--- src/rtl/spi_word_receiver.sv ---
// SPI slave word receiver: synchronizes sck/sdi/cs into clk, assembles WIDTH-bit
// words and queues them in a small first-word-fall-through FIFO.
module spi_word_receiver #(
    parameter int WIDTH     = 8,
    parameter int DEPTH     = 4,
    parameter int MODE      = 0,
    parameter int MSB_FIRST = 1
) (
    input  logic                       clk,
    input  logic                       reset,
    input  logic                       sck,
    input  logic                       sdi,
    input  logic                       cs,
    output logic [WIDTH-1:0]           out_data,
    output logic                       out_valid,
    input  logic                       out_ready,
    output logic [$clog2(DEPTH):0]     level,
    output logic                       overflow,
    output logic                       frame_abort,
    input  logic                       clr_flags
);

    localparam int CW = $clog2(WIDTH);
    localparam int PW = $clog2(DEPTH);
    localparam int LW = PW + 1;
    localparam logic [CW-1:0] CNT_MAX   = CW'(WIDTH - 1);
    localparam logic [LW-1:0] LEVEL_MAX = LW'(DEPTH);
    localparam bit SAMPLE_RISE = (MODE == 0) || (MODE == 3);

    typedef enum logic {IDLE = 1'b0, ACTIVE = 1'b1} state_t;

    logic sck_s1_q, sck_s2_q, sck_prev_q;
    logic cs_s1_q, cs_s2_q, cs_prev_q;
    logic sdi_s1_q, sdi_s2_q;

    state_t state_q, state_d;
    logic [CW-1:0]    bit_cnt_q, bit_cnt_d;
    logic [WIDTH-1:0] shift_q, shift_d, shift_in;
    logic             frame_abort_q, frame_abort_d;
    logic             overflow_q, overflow_d;
    logic [PW-1:0]    wr_ptr_q, wr_ptr_d, rd_ptr_q, rd_ptr_d;
    logic [LW-1:0]    level_q, level_d;
    logic [WIDTH-1:0] fifo_mem [DEPTH];

    logic sck_edge, cs_rise, cs_fall, sample_en, sample_fire;
    logic push, pop, full, do_push;

    always_ff @(posedge clk or posedge reset) begin
        if (reset) begin
            sck_s1_q   <= 1'b0;
            sck_s2_q   <= 1'b0;
            sck_prev_q <= 1'b0;
            cs_s1_q    <= 1'b0;
            cs_s2_q    <= 1'b0;
            cs_prev_q  <= 1'b0;
            sdi_s1_q   <= 1'b0;
            sdi_s2_q   <= 1'b0;
        end else begin
            sck_s1_q   <= sck;
            sck_s2_q   <= sck_s1_q;
            sck_prev_q <= sck_s2_q;
            cs_s1_q    <= cs;
            cs_s2_q    <= cs_s1_q;
            cs_prev_q  <= cs_s2_q;
            sdi_s1_q   <= sdi;
            sdi_s2_q   <= sdi_s1_q;
        end
    end

    assign sck_edge = SAMPLE_RISE ? (sck_s2_q & ~sck_prev_q) : (~sck_s2_q & sck_prev_q);
    assign cs_rise  = cs_s2_q & ~cs_prev_q;
    assign cs_fall  = ~cs_s2_q & cs_prev_q;

    // Receive FSM: state register
    always_ff @(posedge clk or posedge reset) begin
        if (reset) state_q <= IDLE;
        else       state_q <= state_d;
    end

    // Receive FSM: next state
    always_comb begin
        state_d = state_q;
        case (state_q)
            IDLE:    if (cs_rise) state_d = ACTIVE;
            ACTIVE:  if (cs_fall) state_d = IDLE;
            default: state_d = IDLE;
        endcase
    end

    // Receive FSM: outputs. Gating on ACTIVE means a reset mid-frame waits for a new cs rise.
    always_comb begin
        sample_en     = (state_q == ACTIVE) && cs_s2_q;
        frame_abort_d = (state_q == ACTIVE) && cs_fall && (bit_cnt_q != '0);
    end

    assign sample_fire = sample_en & sck_edge;

    always_comb begin
        if (MSB_FIRST != 0) shift_in = {shift_q[WIDTH-2:0], sdi_s2_q};
        else                shift_in = {sdi_s2_q, shift_q[WIDTH-1:1]};
    end

    always_comb begin
        bit_cnt_d = bit_cnt_q;
        shift_d   = shift_q;
        push      = 1'b0;
        if (cs_rise || cs_fall) begin
            bit_cnt_d = '0;
            shift_d   = '0;
        end else if (sample_fire) begin
            shift_d = shift_in;
            if (bit_cnt_q == CNT_MAX) begin
                bit_cnt_d = '0;
                push      = 1'b1;
            end else begin
                bit_cnt_d = bit_cnt_q + CW'(1);
            end
        end
    end

    assign full    = (level_q == LEVEL_MAX);
    assign pop     = out_valid & out_ready;
    assign do_push = push & (~full | pop);

    always_comb begin
        wr_ptr_d   = wr_ptr_q;
        rd_ptr_d   = rd_ptr_q;
        level_d    = level_q;
        overflow_d = overflow_q;
        if (do_push) wr_ptr_d = wr_ptr_q + PW'(1);
        if (pop)     rd_ptr_d = rd_ptr_q + PW'(1);
        if (do_push && !pop)      level_d = level_q + LW'(1);
        else if (pop && !do_push) level_d = level_q - LW'(1);
        if (clr_flags) overflow_d = 1'b0;
        // A drop in the same cycle as a clear wins, so no overflow is ever lost.
        if (push && full && !pop) overflow_d = 1'b1;
    end

    always_ff @(posedge clk or posedge reset) begin
        if (reset) begin
            bit_cnt_q     <= '0;
            shift_q       <= '0;
            frame_abort_q <= 1'b0;
            overflow_q    <= 1'b0;
            wr_ptr_q      <= '0;
            rd_ptr_q      <= '0;
            level_q       <= '0;
        end else begin
            bit_cnt_q     <= bit_cnt_d;
            shift_q       <= shift_d;
            frame_abort_q <= frame_abort_d;
            overflow_q    <= overflow_d;
            wr_ptr_q      <= wr_ptr_d;
            rd_ptr_q      <= rd_ptr_d;
            level_q       <= level_d;
        end
    end

    always_ff @(posedge clk) begin
        if (do_push) fifo_mem[wr_ptr_q] <= shift_in;
    end

    assign out_data    = fifo_mem[rd_ptr_q];
    assign out_valid   = (level_q != '0);
    assign level       = level_q;
    assign overflow    = overflow_q;
    assign frame_abort = frame_abort_q;

endmodule

--- config.mk ---
export PLATFORM = sky130hd
export DESIGN_NAME = spi_word_receiver
export DESIGN_NICKNAME = d
export VERILOG_FILES = /design/src/rtl/spi_word_receiver.sv
export SDC_FILE = /design/constraint.sdc
export NUM_CORES = 1
export LEC_CHECK = 0
export CAP_MARGIN = 20
export CORE_MARGIN = 5
export CORE_UTILIZATION = 35
export CTS_BUF_LIST = sky130_fd_sc_hd__clkbuf_4
export CTS_CLUSTER_DIAMETER = 200
export CTS_CLUSTER_SIZE = 40
export DETAILED_ROUTE_END_ITERATION = 7
export PLACE_DENSITY_LB_ADDON = 0.15
export SYNTH_ARGS = -nofsm -noshare
export SYNTH_HDL_FRONTEND = slang
export SYNTH_SLANG_ARGS = --single-unit
--- constraint.sdc ---
create_clock -name clk -period 3.3 [get_ports clk]
set_input_delay 0.66 -clock clk [delete_from_list [all_inputs] [get_ports clk]]
set_output_delay 0.66 -clock clk [all_outputs]
set_load 0.02 [all_outputs]
==> impl_metrics.toml, run 1 <==
[power]
vdd_drop_max_v = 0.000376
leakage_nw = 1.08
p_per_area_nw_per_um2 = 630

[floorplan]
chipHeight_um = 93.2
num_rows = 30
coreArea_sq_um = 6760
initial_utilization = 0.358
die_w_um = 93.2
pin_count = 21
die_area_sq_um = 8680

[routing]
detail_route.vias_per_cell = 4.76
antenna_left = 0
wire_per_inst_um = 14.8
routed_wl_um = 3890
num_vias = 1251
drt_pass1_iterations = 2
drt_iter0_markers = 35
remaining_drc_errors = 0

[placed_design]
port_buffers = 20
gp_congestion = 0.710
hpwl_um = 2660
dp_slack_ps = 508
dp_cells = 247

[global_routing]
grt_max_degree = 16
grt_pass1_vias = 1364
gr-total-overflow = 0
grt_pass1_wl_um = 6900
antenna_found_initial = 0
grt_use_total = 0.107

[timing]
timing.final.hold_violations = 0
slew-limit-headroom = 0.556
finalCritPeriodShare = 0.904
max_freq_mhz = 335
fin_crit_ps = 2980
rsz0062_at_grt = "no"
finalSetupViolCount = 0
drv_slew = 0
final.setup_skew_ps = 13.1
worst_slack_ps = 315
setup_tns_ps = 0
worstMarginPinSlew_ps = 667

[worst_setup_path]
endpoint_kind = "output port"
path_cells = "mux4_2 -> clkdlybuf4s50_1"
path_delay_family = "flip-flops"
slowest_stage = "dfrtp_1"
critPathBufInv = 1
max_stage_delay_ps = 780
crit_type = "reg -> out"
cp-start-kind = "flip-flop"
worst_ep_required_time_ps = 2640
crit_arrival_ps = 2320
critPathMaxFanout = 10

[synth]
synth-seq-area-share = 0.686
syn_avg_cell_area_sq_um = 16.1
synth_seq_cells = 60
ys_top_cells_by_area = "edfxtp_1 (40%), dfrtp_1 (29%), mux4_2 (7.4%), ha_1 (5.2%), nand2_1 (3.3%)"
yosysTopAreaCell = "edfxtp_1"
synthFlopType = "edfxtp_1"
syn-num-nets = 168
syn_inst = 150
yosysWarnings = 0
synth_edf_count = 32
synthArstFlopShare = 0.467
netlist_area_sq_um = 2420
synth_top_area_frac = 0.397
synth.distinct_cells = 29

[clock_network]
tritoncts = "done"
cts-root-buf = "clkbuf_4"
numClockSinks = 60
clock_path_buffers = 2
ctsResizeCount = 0
cts_buffers = 9
cts_hold_buf = 0
clk_pin_slew_ps = 100
worstSkewPairLatency_ps = 390
post_cts_buffers = 0
htreeDepth = 3

[cells_and_area]
final_cells = 263
finalNetCount = 196
final_common_cell = "edfxtp_1"
final_cell_mix = "edfxtp_1 (32), dfrtp_1 (28), nand2_1 (21), clkdlybuf4s50_1 (20)"
nFillCells = 634
fin_util = 0.423
layout-drive-gt1-share = 0.169
diodes = 0
syn_to_final_growth_pct = 18.1

[run_status]
status = "completed"

[run]
cap_violations = 0

[hold_path]
hp-class = "reg -> reg"
[area by class of cell]
cell class	count	area, sq um	share of cell area
Timing Repair Buffer	22	215	0.0752
Tap cell	80	100	0.0350
Inverter	10	37.5	0.0131
Sequential cell	60	1660	0.581
Clock buffer	9	67.6	0.0236
Multi-Input combinational cell	75	701	0.245
Clock inverter	7	77.6	0.0271
[cells in the mapped netlist, drive strengths merged, types with 2 or more instances]
cell,instances
xnor2,4
or3,2
buf,3
mux2,2
clkbuf,2
ha,10
and2,4
edfxtp,32
xor2,2
nand2,21
inv,10
mux4,8
dfrtp,28
a21boi,10
[worst reg2reg max path, stage by stage (launching register included)]
cell and delay [ps]:
dfrtp_1 430, inv_1 60, ha_1 270, buf_4 160
nand2_1 100, nor3_4 260, ha_1 240, inv_1 60
fa_1 370, xor2_1 150, nor2_1 110, xor2_1 150
[worst paths after layout]
kind / startpoint / end / slack [ps] / cells after the start
setup / recovery: rd_ptr_q[0] / out_data[4] / 320 / 2
hold / removal: cs_s1_q / cs_s2_q / 360 / 0
setup reg to reg: cs_s2_q / level[2] / 880 / 11
hold reg to reg: cs_s1_q / cs_s2_q / 360 / 0
max in group asynchronous: reset / shift_q[6] / 2090 / 3
min in group asynchronous: reset / cs_s2_q / 610 / 2
[routing by layer]
layer,vias up,global-route usage,wire length (um)
met3,8,0.0257,143
met5,-,0,0
met1,624,0.133,1810
met4,0,0.0696,92
met2,25,0.166,1850
li1,594,-,-
[logic make-up (layout without fill, tap and decap cells)]
| family | count (synthesis) | count (layout) | synth area share |
|---|---|---|---|
| buffers and inverters | 15 | 48 | 0.0243 |
| adders and majority gates | 11 | 11 | 0.0599 |
| muxes | 10 | 10 | 0.0853 |
| xor gates and xnor gates | 6 | 6 | 0.0217 |
| DFF | 60 | 60 | 0.686 |
| AOI/OAI and AO/OA | 13 | 13 | 0.0382 |
| and+or+nand+nor | 35 | 35 | 0.0842 |
[report_power, final]
group / switching [W] / internal, W
clock: 0.000279 / 0.000234
sequential: 0.000108 / 0.000825
combinational: 0.000145 / 0.000211
total: 0.000531 / 0.00127
[sequential cells by signal, indices dropped and copies added, names as in the netlist]
register     cells
fifo_mem        32
shift_q          7
bit_cnt_q        3
level            3
rd_ptr_q         2
wr_ptr_q         2
cs_prev_q        1
cs_s1_q          1
cs_s2_q          1
frame_abort      1
overflow         1
sck_prev_q       1
sck_s1_q         1
sck_s2_q         1
sdi_s1_q         1
sdi_s2_q         1
state_q          1
[through the flow]
stage | hold slack, ps | power [W] | cell area, sq um
after CTS | 366 | 0.00184 | 2860
after global routing | 376 | 0.00191 | 2860
after detailed placement | 342 | 0.00132 | 2720
after floorplan | 331 | 0.00116 | 2420
after global placement | 340 | 0.00131 | 2720
final | 361 | 0.00180 | 2860
(Power assumes the default switching activity.)
==> inputs of run 2 (changes only) <==
--- a/config.mk
+++ b/config.mk
@@ -13,6 +13,7 @@
 export CTS_CLUSTER_SIZE = 40
 export DETAILED_ROUTE_END_ITERATION = 7
 export PLACE_DENSITY_LB_ADDON = 0.15
+export SLEW_MARGIN = 20
 export SYNTH_ARGS = -nofsm -noshare
 export SYNTH_HDL_FRONTEND = slang
 export SYNTH_SLANG_ARGS = --single-unit
==> results of run 2 <==
Same layout as run 1: the final DEF is identical, and so are final timing and power.
